File: src/rtl/sys_ctrl_pkg.sv
// ============================================================================
//  Module      : sys_ctrl_pkg
//  Description : Command codes, FSM state encoding and fixed operand
//                addresses shared by the command sequencer.
//  Revision    : 1.0 - initial release
// ============================================================================
`default_nettype none

package sys_ctrl_pkg;

    localparam logic [7:0] c_cmd_reg_wr  = 8'hAA;
    localparam logic [7:0] c_cmd_reg_rd  = 8'hBB;
    localparam logic [7:0] c_cmd_alu_op  = 8'hCC;
    localparam logic [7:0] c_cmd_alu_nop = 8'hDD;

    localparam int unsigned c_op_a_addr = 0;
    localparam int unsigned c_op_b_addr = 1;

    typedef enum logic [3:0] {
        ST_IDLE     = 4'd0,
        ST_WR_ADDR  = 4'd1,
        ST_WR_DATA  = 4'd2,
        ST_RD_ADDR  = 4'd3,
        ST_RD_WAIT  = 4'd4,
        ST_OP_A     = 4'd5,
        ST_OP_B     = 4'd6,
        ST_ALU_FN   = 4'd7,
        ST_ALU_WAIT = 4'd8,
        ST_TX_LO    = 4'd9,
        ST_TX_HI    = 4'd10
    } state_t;

endpackage

`default_nettype wire

File: src/rtl/sys_cmd_sequencer_frame_watchdog.sv
// ============================================================================
//  Module      : frame_watchdog
//  Description : Idle-cycle counter; pulses o_timeout after TIMEOUT_CYC
//                unheld cycles without a clear.
//  Revision    : 1.0 - initial release
// ============================================================================
`default_nettype none

module frame_watchdog #(
    parameter int TIMEOUT_CYC = 4096
) (
    input  logic clk,
    input  logic rst_n,
    input  logic i_clr,
    input  logic i_hold,
    output logic o_timeout
);

    localparam int c_cnt_w = $clog2(TIMEOUT_CYC);
    localparam logic [c_cnt_w-1:0] c_cnt_max = c_cnt_w'(TIMEOUT_CYC - 1);

    logic [c_cnt_w-1:0] r_cnt;
    logic               w_timeout;

    assign w_timeout = !i_hold && (r_cnt == c_cnt_max);
    assign o_timeout = w_timeout;

    // Self-clearing on expiry so the counter never needs to saturate.
    always_ff @(posedge clk or negedge rst_n) begin
        if (!rst_n) begin
            r_cnt <= '0;
        end else if (i_clr || w_timeout) begin
            r_cnt <= '0;
        end else if (!i_hold) begin
            r_cnt <= r_cnt + 1'b1;
        end
    end

endmodule

`default_nettype wire

File: src/rtl/sys_cmd_sequencer.sv
// ============================================================================
//  Module      : sys_cmd_sequencer
//  Description : Decodes RX command frames, drives register file / ALU and
//                pushes response bytes to the TX FIFO, with frame watchdog.
//  Revision    : 1.0 - initial release
// ============================================================================
`default_nettype none

module sys_cmd_sequencer
    import sys_ctrl_pkg::*;
#(
    parameter int DATA_WIDTH  = 8,
    parameter int ADDR_WIDTH  = 4,
    parameter int ALU_FUN_W   = 4,
    parameter int TIMEOUT_CYC = 4096
) (
    input  logic                    CLK,
    input  logic                    RST,
    input  logic [DATA_WIDTH-1:0]   RX_P_DATA,
    input  logic                    RX_D_VLD,
    input  logic [DATA_WIDTH-1:0]   RF_RdData,
    input  logic                    RF_RdData_VLD,
    input  logic [2*DATA_WIDTH-1:0] ALU_OUT,
    input  logic                    ALU_OUT_VLD,
    input  logic                    FIFO_FULL,
    output logic                    RF_WrEn,
    output logic                    RF_RdEn,
    output logic [ADDR_WIDTH-1:0]   RF_Address,
    output logic [DATA_WIDTH-1:0]   RF_WrData,
    output logic                    ALU_EN,
    output logic [ALU_FUN_W-1:0]    ALU_FUN,
    output logic                    CLK_GATE_EN,
    output logic [DATA_WIDTH-1:0]   FIFO_WR_DATA,
    output logic                    FIFO_WR_INC,
    output logic                    BUSY,
    output logic                    FRAME_ERR
);

    state_t                  r_state;
    logic [ADDR_WIDTH-1:0]   r_addr;
    logic [ALU_FUN_W-1:0]    r_fun;
    logic [2*DATA_WIDTH-1:0] r_result;
    logic                    r_two_byte;

    logic                    r_rf_wr_en;
    logic                    r_rf_rd_en;
    logic [ADDR_WIDTH-1:0]   r_rf_addr;
    logic [DATA_WIDTH-1:0]   r_rf_wr_data;
    logic                    r_alu_en;
    logic [ALU_FUN_W-1:0]    r_alu_fun;
    logic                    r_clk_gate_en;
    logic [DATA_WIDTH-1:0]   r_fifo_data;
    logic                    r_fifo_inc;
    logic                    r_frame_err;

    logic w_take_state;
    logic w_accept;
    logic w_drop;
    logic w_hold;
    logic w_timeout;
    logic w_rescue;
    logic w_abort;

    assign w_take_state = r_state inside {ST_IDLE, ST_WR_ADDR, ST_WR_DATA, ST_RD_ADDR,
                                          ST_OP_A, ST_OP_B, ST_ALU_FN};
    assign w_accept     = RX_D_VLD && w_take_state;
    assign w_drop       = RX_D_VLD && !w_take_state;
    assign w_hold       = r_state inside {ST_IDLE, ST_TX_LO, ST_TX_HI};
    // A byte or a result arriving in the expiry cycle takes precedence.
    assign w_rescue     = w_accept
                        || (r_state == ST_RD_WAIT && RF_RdData_VLD)
                        || (r_state == ST_ALU_WAIT && r_alu_en && ALU_OUT_VLD);
    assign w_abort      = w_timeout && !w_rescue;

    frame_watchdog #(
        .TIMEOUT_CYC (TIMEOUT_CYC)
    ) u_frame_watchdog (
        .clk       (CLK),
        .rst_n     (RST),
        .i_clr     (w_accept),
        .i_hold    (w_hold),
        .o_timeout (w_timeout)
    );

    always_ff @(posedge CLK or negedge RST) begin
        if (!RST) begin
            r_state       <= ST_IDLE;
            r_addr        <= '0;
            r_fun         <= '0;
            r_result      <= '0;
            r_two_byte    <= 1'b0;
            r_rf_wr_en    <= 1'b0;
            r_rf_rd_en    <= 1'b0;
            r_rf_addr     <= '0;
            r_rf_wr_data  <= '0;
            r_alu_en      <= 1'b0;
            r_alu_fun     <= '0;
            r_clk_gate_en <= 1'b0;
            r_fifo_data   <= '0;
            r_fifo_inc    <= 1'b0;
            r_frame_err   <= 1'b0;
        end else begin
            r_rf_wr_en  <= 1'b0;
            r_rf_rd_en  <= 1'b0;
            r_fifo_inc  <= 1'b0;
            r_frame_err <= w_drop || w_abort;

            if (w_abort) begin
                r_state       <= ST_IDLE;
                r_alu_en      <= 1'b0;
                r_clk_gate_en <= 1'b0;
            end else begin
                case (r_state)
                    ST_IDLE: if (RX_D_VLD) begin
                        if (RX_P_DATA == DATA_WIDTH'(c_cmd_reg_wr))       r_state <= ST_WR_ADDR;
                        else if (RX_P_DATA == DATA_WIDTH'(c_cmd_reg_rd))  r_state <= ST_RD_ADDR;
                        else if (RX_P_DATA == DATA_WIDTH'(c_cmd_alu_op))  r_state <= ST_OP_A;
                        else if (RX_P_DATA == DATA_WIDTH'(c_cmd_alu_nop)) r_state <= ST_ALU_FN;
                    end
                    ST_WR_ADDR: if (RX_D_VLD) begin
                        r_addr  <= RX_P_DATA[ADDR_WIDTH-1:0];
                        r_state <= ST_WR_DATA;
                    end
                    ST_WR_DATA: if (RX_D_VLD) begin
                        r_rf_wr_en   <= 1'b1;
                        r_rf_addr    <= r_addr;
                        r_rf_wr_data <= RX_P_DATA;
                        r_state      <= ST_IDLE;
                    end
                    ST_RD_ADDR: if (RX_D_VLD) begin
                        r_rf_rd_en <= 1'b1;
                        r_rf_addr  <= RX_P_DATA[ADDR_WIDTH-1:0];
                        r_state    <= ST_RD_WAIT;
                    end
                    ST_RD_WAIT: if (RF_RdData_VLD) begin
                        r_result   <= {{DATA_WIDTH{1'b0}}, RF_RdData};
                        r_two_byte <= 1'b0;
                        r_state    <= ST_TX_LO;
                    end
                    ST_OP_A: if (RX_D_VLD) begin
                        r_rf_wr_en   <= 1'b1;
                        r_rf_addr    <= ADDR_WIDTH'(c_op_a_addr);
                        r_rf_wr_data <= RX_P_DATA;
                        r_state      <= ST_OP_B;
                    end
                    ST_OP_B: if (RX_D_VLD) begin
                        r_rf_wr_en   <= 1'b1;
                        r_rf_addr    <= ADDR_WIDTH'(c_op_b_addr);
                        r_rf_wr_data <= RX_P_DATA;
                        r_state      <= ST_ALU_FN;
                    end
                    ST_ALU_FN: if (RX_D_VLD) begin
                        r_fun         <= RX_P_DATA[ALU_FUN_W-1:0];
                        r_clk_gate_en <= 1'b1;
                        r_two_byte    <= 1'b1;
                        r_state       <= ST_ALU_WAIT;
                    end
                    // Gate opens one cycle ahead of the enable so the ALU clock is running.
                    ST_ALU_WAIT: begin
                        if (r_alu_en && ALU_OUT_VLD) begin
                            r_result      <= ALU_OUT;
                            r_alu_en      <= 1'b0;
                            r_clk_gate_en <= 1'b0;
                            r_state       <= ST_TX_LO;
                        end else if (!r_alu_en) begin
                            r_alu_en  <= 1'b1;
                            r_alu_fun <= r_fun;
                        end
                    end
                    ST_TX_LO: if (!FIFO_FULL) begin
                        r_fifo_inc  <= 1'b1;
                        r_fifo_data <= r_result[DATA_WIDTH-1:0];
                        r_state     <= r_two_byte ? ST_TX_HI : ST_IDLE;
                    end
                    ST_TX_HI: if (!FIFO_FULL) begin
                        r_fifo_inc  <= 1'b1;
                        r_fifo_data <= r_result[2*DATA_WIDTH-1:DATA_WIDTH];
                        r_state     <= ST_IDLE;
                    end
                    default: r_state <= ST_IDLE;
                endcase
            end
        end
    end

    assign RF_WrEn      = r_rf_wr_en;
    assign RF_RdEn      = r_rf_rd_en;
    assign RF_Address   = r_rf_addr;
    assign RF_WrData    = r_rf_wr_data;
    assign ALU_EN       = r_alu_en;
    assign ALU_FUN      = r_alu_fun;
    assign CLK_GATE_EN  = r_clk_gate_en;
    assign FIFO_WR_DATA = r_fifo_data;
    assign FIFO_WR_INC  = r_fifo_inc;
    assign BUSY         = (r_state != ST_IDLE);
    assign FRAME_ERR    = r_frame_err;

endmodule

`default_nettype wire

File: config.mk
export PLATFORM = sky130hd
export DESIGN_NAME = sys_cmd_sequencer
export DESIGN_NICKNAME = d
export VERILOG_FILES = /design/src/rtl/sys_ctrl_pkg.sv /design/src/rtl/sys_cmd_sequencer_frame_watchdog.sv /design/src/rtl/sys_cmd_sequencer.sv
export SDC_FILE = /design/constraint.sdc
export NUM_CORES = 1
export LEC_CHECK = 0
export CAP_MARGIN = 0
export CORE_ASPECT_RATIO = 0.6
export CORE_UTILIZATION = 47
export CTS_CLUSTER_SIZE = 25
export DETAILED_ROUTE_END_ITERATION = 8
export MAX_ROUTING_LAYER = met4
export PLACE_DENSITY_LB_ADDON = 0.3
export SYNTH_ARGS = -nofsm -noshare
export SYNTH_HDL_FRONTEND = slang
export SYNTH_SLANG_ARGS = --single-unit
File: constraint.sdc
create_clock -name CLK -period 2.22 [get_ports CLK]
set_clock_uncertainty 0.05 [all_clocks]
set_input_delay 0.222 -clock CLK [delete_from_list [all_inputs] [get_ports CLK]]
set_output_delay 0.222 -clock CLK [all_outputs]
set_load 0.03 [all_outputs]
==> out/metrics.yaml <==
layout:
  area_growth_pct: 36.4
  drive_gt1_share_pct: 17.4
  final_cell_mix: "dfrtp_1, clkdlybuf4s50_1, nor2_1, buf_4, o21ai_0"
  final_cells: 513
  layout_commonest_cell: "dfrtp_1"
  antenna_cells: 0
  finalNetCount: 460
  nFillCells: 532
floorplanning:
  dieArea_um2: 7770
  die_w_um: 113
  io_pins: 69
  start_util_pct: 50.4
  num_rows: 23
  core_um2: 6910
  dieHeight_um: 68.7
setup_path:
  cp-start-kind: "flop"
  crit_path_max_fanout: 5
  arrival_ps: 2270
  crit_type: "flop to flop"
  endpoint_kind: "flop"
  cp_data_required_time_ps: 2390
  reg2reg_slack_ps: 120
global_routing:
  grt_pass1_wl_mm: 13.5
  track_usage_pct: 24.1
  grt_remaining_overflow: 0
  grt_max_degree: 72
  grt_pass1_vias: 2686
  antenna_found_initial: 0
sta:
  rsz0062_at_grt: "no"
  min_period_over_period_pct: 94.6
  finalHoldViolCount: 0
  worst_slew_pin_slew_ps: 414
  fmax_ghz: 0.476
  hold_ws_ps: 384
  setup_violations: 0
  final_max_slew_viol_count: 0
  finalCriticalPeriod_ps: 2100
  max_slew_margin_pct: 72.0
synth:
  synth-edff-count: 0
  ys_seq_elements: 71
  avgSynthCellArea_um2: 10.5
  syn_area_um2: 3480
  synthArstFlopShare_pct: 100
  synth_warnings: 0
  synth.distinct_cells: 51
  syn_nets: 370
  synth_flop_cell: "dfrtp_1"
  ys_seq_area_share_pct: 51.0
  postSynthCellCount: 331
pwr:
  ir_drop_uv: 790
  p_leak_nw: 2.08
  power.density_nw_per_um2: 1370
outcome:
  status: "finished clean"
drt:
  antenna_left: 0
  viasPerCell: 5.44
  firstDrtPassIters: 4
  routedWlPerCell_um: 16.3
  routed_wl_mm: 8.39
  drtIter0Drc: 253
  vias: 2790
  drc: 0
placement:
  gp_congestion: 0.884
  io_buffers: 68
  dp.cells: 496
  dpl.hpwl_mm: 5.99
job:
  maxCapViolations: 0
clocking:
  cts_made_buffers: 9
  tritoncts: "done"
  clk_pin_slew_worst_paths_ps: 60
  clockBufferDepth: 2
  clk_latency_ps: 330
  cts_root_buf: "clkbuf_16"
  htreeDepth: 3
  clkSinkCount: 71
worst_hold_path:
  hold_path_class: "primary input to asynchronous set/reset pin"
state kept, by name, indices dropped and copies added (netlist names):
register,count
ALU_EN,1
r_result,16
u_frame_watchdog.r_cnt,12
RF_WrData,8
FIFO_WR_INC,1
RF_Address,4
r_two_byte,1
CLK_GATE_EN,1
r_fun,4
FIFO_WR_DATA,8
r_addr,4
RF_WrEn,1
ALU_FUN,4
RF_RdEn,1
r_state,4
FRAME_ERR,1
path summary, 6_finish.rpt:
check                                                 start                               endpoint  cells after the start
worst max-delay path                 r_state[1]$_DFFE_PN0P_                 ALU_FUN[3]$_DFFE_PN0P_                      5
worst min-delay path                                    RST  u_frame_watchdog.r_cnt[9]$_DFFE_PN0P_                      3
worst max register to register       r_state[1]$_DFFE_PN0P_                 ALU_FUN[3]$_DFFE_PN0P_                      5
worst min register to register  FIFO_WR_DATA[1]$_DFFE_PN0P_            FIFO_WR_DATA[1]$_DFFE_PN0P_                      2
max in group asynchronous                               RST                  r_addr[3]$_DFFE_PN0P_                      3
min in group CLK                                ALU_OUT[13]               r_result[13]$_DFFE_PN0P_                      3
logic make-up after synthesis:
kind of cell | Yosys count | share of synthesized area [%]
simple gates | 99 | 14.1
buf+inv | 33 | 4.35
xor+xnor | 14 | 3.52
mux | 41 | 13.0
flops | 71 | 51.0
fa+ha+maj | 1 | 0.359
compound gates | 72 | 13.6
worst max-delay path, stage by stage, from the launching register on:
cell      delay, ps
dfrtp_1         410
nor2_1          320
a21boi_2        230
and4bb_1        230
or3b_4          440
mux2_4          310
power breakdown:
group | switching [mW] | leakage, nW | internal (mW)
combinational | 1.52 | 1.01 | 1.25
clock | 0.540 | 0.166 | 1.09
sequential | 0.317 | 0.902 | 1.80
total | 2.38 | 2.08 | 4.14
synth_stat cells, types with 4 or more instances:
| cell | number | share of area, % |
|---|---|---|
| a21o_1 | 4 | 0.86 |
| a21oi_1 | 14 | 2.0 |
| a22oi_1 | 6 | 1.3 |
| buf_2 | 4 | 0.57 |
| clkbuf_1 | 11 | 1.2 |
| dfrtp_1 | 71 | 51 |
| inv_1 | 14 | 1.5 |
| mux2_2 | 17 | 5.5 |
| mux2_4 | 4 | 1.7 |
| mux2i_1 | 18 | 5.2 |
| nand2_1 | 24 | 2.6 |
| nand3_1 | 13 | 1.9 |
| nand4_1 | 4 | 0.72 |
| nor2_1 | 33 | 3.6 |
| o211ai_1 | 4 | 0.86 |
| o21ai_0 | 27 | 3.9 |
| xor2_1 | 13 | 3.3 |
per-stage QoR:
step	utilization (%)	setup slack [ps]	TNS, ps	power [mW]	instance area [um^2]
final	68.8	120	0	6.52	4750
after detailed placement	63.8	-81.3	-160	4.89	4400
after CTS	68.8	132	0	6.56	4750
after floorplan	-	21.1	0	3.81	3480
after global routing	68.8	2.95	0	6.90	4750
after global placement	63.8	-25.6	-49.4	4.81	4400
cell type report:
class	instances	area, um^2	area share [%]
clock buffer	10	229	4.82
timing repair buffer	98	915	19.3
sequential	71	1780	37.4
multi-input combinational	227	1560	32.8
inverter	14	52.6	1.11
tap	87	109	2.29
clock inverter	6	109	2.29
timing repair:
action	CTS	global route
endpoints found under the hold margin	71	0
resized for setup	1	0
hold buffers	1	0
setup buffers	0	0
setup endpoints to repair	1	0
metal layers:
layer / up-vias / global-route usage (%) / part of all wire [%]
met5: - / - / 0
met4: 0 / 8.22 / 1.2
met3: 10 / 6.91 / 5.2
met2: 75 / 34.4 / 43
met1: 1353 / 33.0 / 50
li1: 1352 / - / -
Note: power is estimated with default switching activity, not from simulation.
